===== config.mk =====
export PLATFORM = sky130hd
export DESIGN_NAME = fifo_dibit_reader
export DESIGN_NICKNAME = d
export VERILOG_FILES = /design/src/rtl/fifo_dibit_reader.sv
export SDC_FILE = /design/constraint.sdc
export NUM_CORES = 1
export LEC_CHECK = 0
export ABC_AREA = 1
export BUFFER_PORTS_ARGS = -buffer_cell sky130_fd_sc_hd__buf_2
export CORE_AREA = 2 2 39 41
export DETAILED_ROUTE_END_ITERATION = 6
export DIE_AREA = 0 0 41 43
export GPL_ROUTABILITY_DRIVEN = 0
export SYNTH_ARGS = -nofsm -noshare
export SYNTH_HDL_FRONTEND = slang
export SYNTH_SLANG_ARGS = --single-unit

===== constraint.sdc =====
create_clock -name CLK -period 1.2 [get_ports CLK]
set_input_delay 0.24 -clock CLK [delete_from_list [all_inputs] [get_ports CLK]]
set_output_delay 0.24 -clock CLK [all_outputs]
set_load 0.05 [all_outputs]

===== src/rtl/fifo_dibit_reader.sv =====
// fifo_dibit_reader: pops single bits from a FIFO and packs them into SYM_W-bit symbols
// Ports:
//   CLK      - clock, all state on rising edge
//   RST      - asynchronous active-low reset
//   fEmpty   - FIFO empty flag
//   fData    - FIFO registered read data, valid the cycle after an accepted read
//   fRdEn    - FIFO read enable (combinational)
//   symReady - downstream accepts the presented symbol
//   symValid - symOut holds a valid symbol
//   symOut   - assembled symbol, first-popped bit in the MSB
// Macro FIFO_DIBIT_READER_PREFETCH_EN: when defined, the next symbol is fetched
// while the current one waits in symOut; otherwise reads pause while a symbol is held.
module fifo_dibit_reader #(
    parameter int SYM_W = 2
) (
    input  logic             CLK,
    input  logic             RST,
    input  logic             fEmpty,
    input  logic             fData,
    output logic             fRdEn,
    input  logic             symReady,
    output logic             symValid,
    output logic [SYM_W-1:0] symOut
);
    localparam int CW = $clog2(SYM_W + 1);
    localparam logic [CW-1:0] FULL = CW'(SYM_W);
    localparam logic [CW-1:0] LAST = CW'(SYM_W - 1);

    logic             r_pend;
    logic [CW-1:0]    r_cnt;
    logic [SYM_W-1:0] r_sh;
    logic [SYM_W-1:0] r_sym;
    logic             r_vld;
    logic             w_gate;
    logic             w_free;
    logic             w_done;
    logic             w_held;
    logic [CW-1:0]    w_inflight;
    logic [SYM_W-1:0] w_new;

`ifdef FIFO_DIBIT_READER_PREFETCH_EN
    assign w_gate = 1'b1;
`else
    assign w_gate = !r_vld;
`endif

    // Captured bits plus the read still in flight must never exceed one symbol.
    assign w_inflight = r_cnt + CW'(r_pend);
    assign fRdEn      = RST && !fEmpty && (w_inflight < FULL) && w_gate;
    assign w_new      = {r_sh[SYM_W-2:0], fData};
    assign w_done     = r_pend && (r_cnt == LAST);
    assign w_held     = (r_cnt == FULL);
    assign w_free     = !r_vld || symReady;
    assign symValid   = r_vld;
    assign symOut     = r_sym;

    always_ff @(posedge CLK or negedge RST) begin
        if (!RST) begin
            r_pend <= 1'b0;
            r_cnt  <= '0;
            r_sh   <= '0;
            r_sym  <= '0;
            r_vld  <= 1'b0;
        end else begin
            r_pend <= fRdEn;
            if (r_pend)
                r_sh <= w_new;
            if (w_done && w_free) begin
                r_sym <= w_new;
                r_vld <= 1'b1;
                r_cnt <= '0;
            end else if (w_held && r_vld && symReady) begin
                // a completed symbol parked in r_sh moves out as the old one leaves
                r_sym <= r_sh;
                r_vld <= 1'b1;
                r_cnt <= '0;
            end else begin
                if (r_pend)
                    r_cnt <= r_cnt + CW'(1);
                if (r_vld && symReady)
                    r_vld <= 1'b0;
            end
        end
    end
endmodule


==> metrics.md <==
| Metric | Value |
|---|---|
| Seq pwr share | `29.8%` |
| Core ar. | `1380 µm²` |
| Fmax | `689 MHz` |
| Min Tclk post-route | `1.45 ns` |
| Gr usage total | `between 10% and 20%` |
| First-pass DRT Iterations | `4` |
| Post-Synth Simple-Gate Area | `a little under a third` |
| Compound-Gate Fraction of Synth Area | `between 5 and 6%` |
| CTS tree | `built` |
| Pint | `around 0.86 mW` |
| Via density | `4.44` |
| Comb pwr share | `55.0%` |
| Yosys reg bits | `8` |
| # Max-Cap Violations | `0` |
| Final hold vios | `0` |
| Syn nets | `between 50 and 60` |
| Root Driver | `clkbuf_4` |
| Post-Synth Adder-Cell Area | `5.88%` |
| Power, Total | `1.55 mW` |
| Largest family of logic cells by synthesized area | `simple AND/OR/NAND/NOR gates` |
| DRC | `0` |
| Post-synth cell types | `16` |
| P_leak | `0.335 nW` |
| Port buffer count | `8` |
| Failing checks | `negative setup slack` |
| Number of diodes | `0` |
| Die ar. | `1760 µm²` |
| Switch Pwr | `0.695 mW` |
| Fin crit share | `121%` |
| DR WL/cell | `10.9 µm` |
| GRT Residual Overflow | `0` |
| Peak supply drop | `0.000689 V` |
| Netlist Area Pre-Place | `425 µm²` |
| Final core occ | `46.9%` |
| Max Used Layer | `met4` |
| WL met1 | `401 µm` |
| Met3 wire len | `48 µm` |
| Setup violators final | `5` |
| Synth warn | `0` |
| Dpl hpwl | `706 µm` |
| Pwr dens | `2390 nW/µm²` |
| Endpoint type of the worst setup path | `output pin` |
| Worst setup SP type | `flop` |
| Filler Cells Inserted | `147` |
| Final nets | `81` |
| Avg Cell Area, Syn | `~8 µm²` |
| Largest net degree at the start of global routing | `9` |
| Clk buf depth | `2` |
| 1st-iter DRT viols | `7` |
| Number of placement rows | `14` |
| Most frequent cells in the layout | `12 x nand2_1, 9 x buf_4, 7 x inv_1, 7 x dfrtp_1, 6 x buf_2` |
| Vias | `~400` |
| Post-route setup slack | `-0.252 ns` |
| Critical Path AT | `1.21 ns` |
| Die height | `approximately 43 µm` |
| HP Class | `input port to flop` |
| Max-slew headroom | `84.0%` |
| Setup CP Type | `flop to output pin` |
| Routed met2 length | `515 µm` |
| Reg clk slew, reported paths | `0.07 ns` |
| Vias in the first global route | `396` |
| Clock Latency Late Sink | `0.26 ns` |
| Initial antenna violation count | `0` |
| Worst EP required | `0.96 ns` |
| # IOs | `9` |
| Syn-to-layout area delta | `52.6%` |
| Multi-input logic area | `234 µm²` |
| Sw frac | `between 40 and 50%` |
| Worst slew pin tran | `0.240 ns` |
| Initial core utilization | `between 30% and 40%` |
| Detail Route Antenna Nets | `0` |
| CTS Buf Count | `3` |
| Largest fanout on the critical path | `4` |
| Post-Syn Instances | `52` |
| CTS H-tree depth | `1` |
| First-pass GRT wire length | `1680 µm` |
| Clk_skew | `0.0112 ns` |
| Die X | `around 40 µm` |
| Commonest non-fill, non-tap cell in the layout | `nand2_1` |
| Seq/Total Area, Yosys | `around 47%` |
| Status | `finished, violations left` |
| RSZ-0062 raised after global routing | `true` |
| Clock sink total | `8` |
| FF+latch area | `201 µm²` |
| Final wirelength | `973 µm` |
| Mux contribution to synthesized area | `0%` |
| Max-slew violation count | `0` |
| XOR/XNOR share of the synthesized area | `0%` |
| Layout cells sized above 1 | `47.9%` |
| Clock share of power | `around 15%` |
power groups by stage:
stage / Combinational, mW / Clock, mW / Sequential, mW
after floorplan: 0.315 / 0 / 0.617
final: 0.854 / 0.236 / 0.462
after CTS: 0.853 / 0.241 / 0.465
after global placement: 0.697 / 0 / 0.455
after detailed placement: 0.703 / 0 / 0.462
after global routing: 0.944 / 0.253 / 0.483
final timing paths:
check,from,end,slack [ns],cells past startpoint
worst max-delay path,r_cnt[0],fRdEn,-0.25,4
worst min register to register,r_sh[0],r_sh[1],0.48,2
max in group asynchronous,RST,r_sh[0],0.62,3
min in group asynchronous,RST,symOut[0],0.44,3
worst min-delay path,fData,r_sh[0],0.21,3
worst max register to register,r_cnt[0],r_cnt[1],-0.03,8
worst max-delay path, stage by stage (launching register included):
cell,delay [ns]
dfrtp_1,0.42
inv_2,0.08
nor3_2,0.05
nor3_4,0.20
buf_6,0.18
metal layers:
| metal | vias up | global-route usage [%] |
|---|---|---|
| met5 | - | 0 |
| met4 | 0 | 6.00 |
| met3 | 2 | 6.28 |
| met2 | 10 | 23.8 |
| met1 | 179 | 16.1 |
| li1 | 204 | - |
final cells by class:
| type | instances | share of cell area (%) |
|---|---|---|
| Inverter | 9 | 5.20 |
| Clock buffer | 4 | 4.05 |
| Multi-Input combinational cell | 34 | 36.0 |
| Sequential cell | 8 | 31.0 |
| Timing Repair Buffer | 18 | 20.6 |
| Tap cell | 16 | 3.08 |
state kept, by name (all words and copies together), names as in the netlist:
name / count
symOut: 2
r_pend: 1
r_sh: 2
r_cnt: 2
symValid: 1
repair_timing:
| action | 4_1_cts | 5_1_grt |
|---|---|---|
| hold endpoints to repair | 8 | 0 |
| gates resized for setup | 11 | 6 |
| setup endpoints to repair | 6 | 6 |
| pin swaps | 2 | 3 |
| gates cloned | 0 | 0 |
| hold buffers | 1 | 0 |
| buffers inserted | 1 | 1 |
logic make-up (layout without fill, tap and decap cells):
| family | after synthesis | after routing |
|---|---|---|
| AOI/OAI and AO/OA | 5 | 5 |
| adders and majority gates | 2 | 2 |
| buffers and inverters | 10 | 31 |
| DFF | 8 | 8 |
| and+or+nand+nor | 27 | 27 |
synth_stat cells, drive strengths merged:
cell	count	area (µm²)
a21oi	2	10.0
buf	1	11.3
dfrtp	8	200
ha	2	25.0
inv	9	33.8
nand2	16	70.1
nand3	5	30.0
nand4	2	12.5
nor2	2	7.51
nor3	2	10.0
o21ai	3	15.0
through the flow:
stage | instances | hold WS (ns) | setup slack [ns] | setup TNS, ns | cell area [µm²]
CTS | 89 | 0.212 | -0.255 | -0.294 | 636
global route | 89 | 0.239 | -0.313 | -0.738 | 649
global placement | 83 | 0.171 | -0.0533 | -0.0533 | 547
finish | 89 | 0.214 | -0.252 | -0.327 | 649
detailed placement | 83 | 0.174 | -0.109 | -0.109 | 547
floorplan | 52 | -0.0556 | -0.253 | -0.443 | 438
Note: power is estimated with default switching activity, not from simulation.
